===== config.mk =====
export PLATFORM = sky130hd
export DESIGN_NAME = axi_lite_irq_regbank
export DESIGN_NICKNAME = d
export VERILOG_FILES = /design/src/rtl/axi_lite_irq_regbank_pkg.sv /design/src/rtl/axi_lite_irq_regbank_irq_ctrl.sv /design/src/rtl/axi_lite_irq_regbank.sv
export SDC_FILE = /design/constraint.sdc
export NUM_CORES = 1
export LEC_CHECK = 0
export CORE_AREA = 2 2 254 256
export DETAILED_ROUTE_END_ITERATION = 16
export DIE_AREA = 0 0 256 258
export PLACE_DENSITY_LB_ADDON = 0.1
export SLEW_MARGIN = 20
export SYNTH_ARGS = -nofsm -noshare
export SYNTH_HDL_FRONTEND = slang
export SYNTH_SLANG_ARGS = --single-unit

===== constraint.sdc =====
create_clock -name clk -period 21.3 [get_ports clk]
set_clock_uncertainty 0.2 [all_clocks]
set_input_delay 5.325 -clock clk [delete_from_list [all_inputs] [get_ports clk]]
set_output_delay 5.325 -clock clk [all_outputs]
set_load 0.02 [all_outputs]

===== src/rtl/axi_lite_irq_regbank_pkg.sv =====
// Shared definitions for the AXI-Lite interrupt/control register bank.
// This package holds the register indices, the response codes and the write-channel states.
package axi_lite_irq_regbank_pkg;

  localparam logic [31:0] IDX_ID     = 32'd0;
  localparam logic [31:0] IDX_STATUS = 32'd1;
  localparam logic [31:0] IDX_ENABLE = 32'd2;
  localparam logic [31:0] IDX_RAW    = 32'd3;
  localparam logic [31:0] IDX_CTRL0  = 32'd4;

  localparam logic [1:0] RESP_OKAY   = 2'b00;
  localparam logic [1:0] RESP_SLVERR = 2'b10;

  typedef enum logic [1:0] {
    IDLE,
    HAVE_AW,
    HAVE_W,
    RESP
  } wr_state_t;

endpackage


===== src/rtl/axi_lite_irq_regbank_irq_ctrl.sv =====
// Interrupt block: detects rising edges on irq_src and keeps the sticky STATUS and the ENABLE registers.
// irq_out is the registered AND of STATUS and ENABLE.
module irq_ctrl #(
  parameter int NUM_IRQ = 16
) (
  input  logic               clk,
  input  logic               rst,
  input  logic [NUM_IRQ-1:0] irq_src,
  input  logic [NUM_IRQ-1:0] status_clr,
  input  logic               enable_we,
  input  logic [NUM_IRQ-1:0] enable_wdata,
  input  logic [NUM_IRQ-1:0] enable_mask,
  output logic [NUM_IRQ-1:0] status,
  output logic [NUM_IRQ-1:0] enable,
  output logic [NUM_IRQ-1:0] irq_out
);

  logic [NUM_IRQ-1:0] irq_d;
  logic [NUM_IRQ-1:0] rise;
  logic               armed;

  // armed stays low for the first cycle after reset, so a source that is already high is treated as a level and not as an edge
  assign rise = irq_src & ~irq_d & {NUM_IRQ{armed}};

  always_ff @(posedge clk or posedge rst) begin
    if (rst) begin
      armed   <= 1'b0;
      irq_d   <= '0;
      status  <= '0;
      enable  <= '0;
      irq_out <= '0;
    end else begin
      armed   <= 1'b1;
      irq_d   <= irq_src;
      status  <= (status & ~status_clr) | rise;
      if (enable_we)
        enable <= (enable & ~enable_mask) | (enable_wdata & enable_mask);
      irq_out <= status & enable;
    end
  end

endmodule


===== src/rtl/axi_lite_irq_regbank.sv =====
// AXI-Lite slave register bank. It holds the ID, STATUS, ENABLE and RAW interrupt registers,
// plus a set of read/write CTRL words and a set of read-only STAT words.
module axi_lite_irq_regbank
  import axi_lite_irq_regbank_pkg::*;
#(
  parameter int          DATA_W   = 32,
  parameter int          ADDR_W   = 12,
  parameter int          NUM_CTRL = 8,
  parameter int          NUM_IRQ  = 16,
  parameter logic [31:0] ID_VALUE = 32'h5A70_0001
) (
  input  logic                       clk,
  input  logic                       rst,
  input  logic [ADDR_W-1:0]          s_axi_awaddr,
  input  logic                       s_axi_awvalid,
  output logic                       s_axi_awready,
  input  logic [DATA_W-1:0]          s_axi_wdata,
  input  logic [DATA_W/8-1:0]        s_axi_wstrb,
  input  logic                       s_axi_wvalid,
  output logic                       s_axi_wready,
  output logic [1:0]                 s_axi_bresp,
  output logic                       s_axi_bvalid,
  input  logic                       s_axi_bready,
  input  logic [ADDR_W-1:0]          s_axi_araddr,
  input  logic                       s_axi_arvalid,
  output logic                       s_axi_arready,
  output logic [DATA_W-1:0]          s_axi_rdata,
  output logic [1:0]                 s_axi_rresp,
  output logic                       s_axi_rvalid,
  input  logic                       s_axi_rready,
  input  logic [NUM_IRQ-1:0]         irq_src,
  output logic [NUM_IRQ-1:0]         irq_out,
  output logic [NUM_CTRL*DATA_W-1:0] ctrl_o,
  input  logic [NUM_CTRL*DATA_W-1:0] stat_i
);

  localparam int          STRB_W    = DATA_W / 8;
  localparam int          ADDR_LSB  = $clog2(STRB_W);
  localparam logic [31:0] IDX_STAT0 = IDX_CTRL0 + 32'(NUM_CTRL);
  localparam logic [31:0] IDX_LIMIT = IDX_STAT0 + 32'(NUM_CTRL);

  wr_state_t                         state, state_nxt;
  logic [ADDR_W-1:0]                 aw_addr_q;
  logic [DATA_W-1:0]                 wdata_q;
  logic [STRB_W-1:0]                 wstrb_q;
  logic                              wr_fire;
  logic [ADDR_W-1:0]                 wr_addr;
  logic [DATA_W-1:0]                 wr_data;
  logic [STRB_W-1:0]                 wr_strb;
  logic [DATA_W-1:0]                 wr_mask;
  logic [31:0]                       wr_idx;
  logic [31:0]                       rd_idx;
  logic [DATA_W-1:0]                 rd_data;
  logic [1:0]                        rd_resp;
  logic [NUM_CTRL-1:0][DATA_W-1:0]   ctrl_q;
  logic [NUM_IRQ-1:0]                status;
  logic [NUM_IRQ-1:0]                enable;
  logic [NUM_IRQ-1:0]                status_clr;
  logic                              enable_we;
  logic                              unused_addr_lsbs;

  assign wr_idx           = 32'(wr_addr[ADDR_W-1:ADDR_LSB]);
  assign rd_idx           = 32'(s_axi_araddr[ADDR_W-1:ADDR_LSB]);
  assign unused_addr_lsbs = ^{wr_addr[ADDR_LSB-1:0], s_axi_araddr[ADDR_LSB-1:0]};

  // The write takes effect on the cycle that completes the AW/W pair. A half that arrived earlier is taken from its holding register
  always_comb begin
    state_nxt     = state;
    s_axi_awready = 1'b0;
    s_axi_wready  = 1'b0;
    s_axi_bvalid  = 1'b0;
    wr_fire       = 1'b0;
    wr_addr       = aw_addr_q;
    wr_data       = wdata_q;
    wr_strb       = wstrb_q;
    case (state)
      IDLE: begin
        s_axi_awready = 1'b1;
        s_axi_wready  = 1'b1;
        wr_addr       = s_axi_awaddr;
        wr_data       = s_axi_wdata;
        wr_strb       = s_axi_wstrb;
        if (s_axi_awvalid && s_axi_wvalid) begin
          wr_fire   = 1'b1;
          state_nxt = RESP;
        end else if (s_axi_awvalid) begin
          state_nxt = HAVE_AW;
        end else if (s_axi_wvalid) begin
          state_nxt = HAVE_W;
        end
      end
      HAVE_AW: begin
        s_axi_wready = 1'b1;
        wr_data      = s_axi_wdata;
        wr_strb      = s_axi_wstrb;
        if (s_axi_wvalid) begin
          wr_fire   = 1'b1;
          state_nxt = RESP;
        end
      end
      HAVE_W: begin
        s_axi_awready = 1'b1;
        wr_addr       = s_axi_awaddr;
        if (s_axi_awvalid) begin
          wr_fire   = 1'b1;
          state_nxt = RESP;
        end
      end
      RESP: begin
        s_axi_bvalid = 1'b1;
        if (s_axi_bready)
          state_nxt = IDLE;
      end
      default: state_nxt = IDLE;
    endcase
  end

  always_comb begin
    wr_mask = '0;
    for (int b = 0; b < STRB_W; b++)
      wr_mask[b*8 +: 8] = {8{wr_strb[b]}};
  end

  always_ff @(posedge clk or posedge rst) begin
    if (rst) begin
      state       <= IDLE;
      aw_addr_q   <= '0;
      wdata_q     <= '0;
      wstrb_q     <= '0;
      s_axi_bresp <= RESP_OKAY;
      ctrl_q      <= '0;
    end else begin
      state <= state_nxt;
      if (state == IDLE && s_axi_awvalid)
        aw_addr_q <= s_axi_awaddr;
      if (state == IDLE && s_axi_wvalid) begin
        wdata_q <= s_axi_wdata;
        wstrb_q <= s_axi_wstrb;
      end
      if (wr_fire) begin
        s_axi_bresp <= (wr_idx < IDX_LIMIT) ? RESP_OKAY : RESP_SLVERR;
        for (int k = 0; k < NUM_CTRL; k++)
          if (wr_idx == IDX_CTRL0 + 32'(k))
            ctrl_q[k] <= (ctrl_q[k] & ~wr_mask) | (wr_data & wr_mask);
      end
    end
  end

  assign ctrl_o     = ctrl_q;
  assign status_clr = (wr_fire && wr_idx == IDX_STATUS) ?
                      (wr_data[NUM_IRQ-1:0] & wr_mask[NUM_IRQ-1:0]) : '0;
  assign enable_we  = wr_fire && (wr_idx == IDX_ENABLE);

  irq_ctrl #(
    .NUM_IRQ(NUM_IRQ)
  ) u_irq_ctrl (
    .clk         (clk),
    .rst         (rst),
    .irq_src     (irq_src),
    .status_clr  (status_clr),
    .enable_we   (enable_we),
    .enable_wdata(wr_data[NUM_IRQ-1:0]),
    .enable_mask (wr_mask[NUM_IRQ-1:0]),
    .status      (status),
    .enable      (enable),
    .irq_out     (irq_out)
  );

  always_comb begin
    rd_data = '0;
    rd_resp = RESP_OKAY;
    if (rd_idx == IDX_ID) begin
      rd_data[31:0] = ID_VALUE;
    end else if (rd_idx == IDX_STATUS) begin
      rd_data[NUM_IRQ-1:0] = status;
    end else if (rd_idx == IDX_ENABLE) begin
      rd_data[NUM_IRQ-1:0] = enable;
    end else if (rd_idx == IDX_RAW) begin
      rd_data[NUM_IRQ-1:0] = irq_src;
    end else if (rd_idx >= IDX_CTRL0 && rd_idx < IDX_LIMIT) begin
      for (int k = 0; k < NUM_CTRL; k++) begin
        if (rd_idx == IDX_CTRL0 + 32'(k))
          rd_data = ctrl_q[k];
        if (rd_idx == IDX_STAT0 + 32'(k))
          rd_data = stat_i[k*DATA_W +: DATA_W];
      end
    end else begin
      rd_resp = RESP_SLVERR;
    end
  end

  assign s_axi_arready = !s_axi_rvalid;

  // Read data is captured at the AR handshake and held until the master takes it
  always_ff @(posedge clk or posedge rst) begin
    if (rst) begin
      s_axi_rvalid <= 1'b0;
      s_axi_rdata  <= '0;
      s_axi_rresp  <= RESP_OKAY;
    end else if (s_axi_arvalid && s_axi_arready) begin
      s_axi_rvalid <= 1'b1;
      s_axi_rdata  <= rd_data;
      s_axi_rresp  <= rd_resp;
    end else if (s_axi_rvalid && s_axi_rready) begin
      s_axi_rvalid <= 1'b0;
    end
  end

endmodule

==> insert_results.sql <==
INSERT INTO impl_metrics (metric_group, metric, value, unit) VALUES
('yosys', 'post_synthesis_register_bit_count', '404', ''),
('sta', 'worst_pin_slew', '1.11', 'ns'),
('cts', 'clk-insertion-delay-late', '0.60', 'ns'),
('sta', 'rsz0062_at_grt', 'no', ''),
('finish', 'fin_nets', '2954', ''),
('floorplan', 'die_width', '256', 'µm'),
('global_routing', 'antenna_found_initial', '28', ''),
('routing', 'vias_per_cell', '5.85', ''),
('yosys', 'synth-async-reset-ratio', '1.00', ''),
('routing', 'detailedRoute.firstPassIterationCount', '6', ''),
('pwr', 'power_density', '84.6', 'nW/µm²'),
('yosys', 'yosysUniqueCellTypes', '71', ''),
('critical_path', 'critical_path_cell_by_cell', 'clkdlybuf4s50_1 -> or4_1 -> or4_1 -> a211o_1 -> or2_1 -> nor3_4 -> mux2_2', ''),
('critical_path', 'timing.reg2reg.worst_path_depth', '9', ''),
('cts', 'clockBufferDepth', '3', ''),
('critical_path', 'crit_path_max_incr_delay', '0.81', 'ns'),
('sta', 'finalCritPeriodShare', '0.409', ''),
('floorplan', 'die-area', '66000', 'µm²'),
('yosys', 'post_synthesis_sequential_area_ratio', '0.477', ''),
('yosys', 'synthesis.yosys.warnings', '0', ''),
('cts', 'htree_num_levels', '2', ''),
('pwr', 'total_power', '2590', 'µW'),
('routing', 'route.detailed.wl_per_inst', '33.1', 'µm'),
('cts', 'post_cts_resized', '0', ''),
('global_routing', 'grt_first_pass_wirelength', '161', 'mm'),
('outcome', 'status', 'finished clean', ''),
('placed_design', 'buffer_ports.inserted', '645', ''),
('critical_path', 'r2r_slack', '16.92', 'ns'),
('critical_path', 'start_kind', 'primary input', ''),
('yosys', 'post_synth_edffs', '0', ''),
('critical_path', 'worst-endpoint-required', '21.59', 'ns'),
('finish', 'post-route-util', '0.480', ''),
('yosys', 'syn_area_per_cell', '10.7', 'µm²'),
('cts', 'postCtsSetupRepairBufs', '0', ''),
('critical_path', 'reg2reg_from', 'state[0]', ''),
('yosys', 'synthCells', '1979', ''),
('sta', 'final-setup-viol-count', '0', ''),
('finish', 'layout.cells.most_common_list', 'sky130_fd_sc_hd__clkdlybuf4s50_1 (641), sky130_fd_sc_hd__dfrtp_1 (404), sky130_fd_sc_hd__mux2_2 (337)', ''),
('critical_path', 'worst_setup_ep_type', 'flop', ''),
('routing', 'initialDrtViolationCount', '2427', ''),
('run', 'maxCapViolCount', '0', ''),
('cts', 'clock-sinks', '404', ''),
('sta', 'final_total_negative_setup_slack', '0', 'ns'),
('routing', 'postRouteAntennaNets', '0', ''),
('sta', 'timing.fmax', '115', 'MHz'),
('sta', 'relSlewSlack', '0.239', ''),
('worst_hold_path', 'min_path_type', 'reg2reg', ''),
('worst_hold_path', 'hold_crit_start', 'u_irq_ctrl.irq_d[15]', ''),
('yosys', 'syn-cell-area', '21200', 'µm²'),
('floorplan', 'floorplan.io_pins', '652', ''),
('routing', 'route.vias.total', '20600', ''),
('global_routing', 'grt_pass1_vias', '20400', ''),
('pwr', 'static-leakage-power', '0.0130', 'µW'),
('finish', 'area_growth', '44.2', '%'),
('cts', 'clock_tree.root_cell', 'sky130_fd_sc_hd__clkbuf_16', ''),
('critical_path', 'data_arrival_time_at_the_worst_slack_endpoint', '9.01', 'ns'),
('critical_path', 'cpMaxStageDelayCell', 'sky130_fd_sc_hd__nor3_4', ''),
('routing', 'drt_wl_total', '117', 'mm'),
('worst_hold_path', 'hold_path_cells', '1', ''),
('worst_hold_path', 'whs_endpoint', 'u_irq_ctrl.status[15]', ''),
('floorplan', 'initial_utilization', '0.333', ''),
('finish', 'post_route_cells_drive_above_1_share', '0.197', ''),
('global_routing', 'grtUsageTotal', '0.343', ''),
('sta', 'total_count_of_hold_check_failures_in_the_final_report', '0', ''),
('cts', 'tritoncts_clock_tree', 'built', ''),
('critical_path', 'critical-path-top-cell-by-count', 'sky130_fd_sc_hd__or4_1', ''),
('sta', 'finalWorstPathRequiredPeriod', '8.72', 'ns'),
('floorplan', 'rows', '93', ''),
('routing', 'drc_violation_count_after_routing', '0', ''),
('floorplan', 'floorplan_core_area', '63600', 'µm²'),
('sta', 'drv_slew', '0', '');
[worst max-delay path: cells and delay by family]
| kind | cells | cell delay (ns) |
|---|---|---|
| AND/OR/NAND/NOR | 4 | 2.51 |
| AO/OA/AOI/OAI | 1 | 0.35 |
| multiplexers | 1 | 0.41 |
| buffers and inverters | 1 | 0.41 |
[final cells by class]
class | instances | area, µm² | share of cell area
Sequential cell | 404 | 10100 | 0.331
Multi-Input combinational cell | 1421 | 10600 | 0.347
Inverter | 38 | 150 | 0.00491
Clock inverter | 22 | 303 | 0.00991
Timing Repair Buffer | 698 | 6850 | 0.224
Clock buffer | 67 | 1430 | 0.0466
Antenna cell | 17 | 42.5 | 0.00139
Tap cell | 855 | 1070 | 0.0350
[cell families after synthesis]
family / count (synthesis) / synth area share
compound gates: 552 / 0.171
simple gates: 454 / 0.108
mux: 405 / 0.212
flops: 404 / 0.477
buf+inv: 155 / 0.0281
fa+ha+maj: 4 / 0.00236
xor+xnor: 3 / 0.00124
other cells: 2 / 0.000354
[through the flow]
| stage | cells | hold WS (ns) | setup WS [ns] | area, µm² |
|---|---|---|---|---|
| 2_1_floorplan | 1980 | 0.199 | 4.54 | 21200 |
| 3_3_place_gp | 3416 | 0.209 | 12.03 | 28800 |
| 3_5_place_dp | 3416 | 0.217 | 12.01 | 28800 |
| 4_1_cts | 3505 | 0.225 | 12.63 | 30500 |
| 5_1_grt | 3517 | 0.244 | 12.51 | 30600 |
| 6_report | 3522 | 0.230 | 12.58 | 30600 |
[where the power goes]
group / switching [µW] / internal, µW / leakage (µW) / total [µW]
clock: 358 / 551 / 0.000859 / 909
combinational: 488 / 279 / 0.00670 / 768
sequential: 60.0 / 850 / 0.00539 / 910
total: 906 / 1680 / 0.0130 / 2590
[synth_stat cells, drive strengths merged, types with 18 or more instances]
cell,n,share of area
buf,20,0.0042
o22ai,44,0.013
a22oi,45,0.016
nor2,120,0.022
mux2,357,0.19
a22o,24,0.0099
nand2,138,0.024
a21oi,96,0.023
o21ai,161,0.038
mux2i,48,0.023
clkbuf,97,0.017
inv,37,0.0066
nand3,29,0.0068
dfrtp,404,0.48
nor2b,18,0.0053
and2,19,0.0056
nor3,28,0.011
o221ai,19,0.0078
nor4,22,0.0068
[metal layers]
layer	global-route usage	wire length, µm	up-vias
met2	0.525	52200	1134
li1	-	-	8724
met3	0.117	11900	203
met5	0	184	-
met1	0.447	47800	10500
met4	0.135	4650	24
[worst max path at each step]
stage / start / to / slack, ns / cells past startpoint
finish: s_axi_awaddr[10] / flop / 12.58 / 7
global placement: s_axi_awaddr[10] / flop / 12.03 / 7
CTS: s_axi_awaddr[10] / flop / 12.63 / 7
global route: s_axi_awaddr[10] / flop / 12.51 / 7
floorplan: rst / async pin / 4.54 / 1
detailed placement: s_axi_awaddr[10] / flop / 12.01 / 7
(Power assumes the default switching activity.)
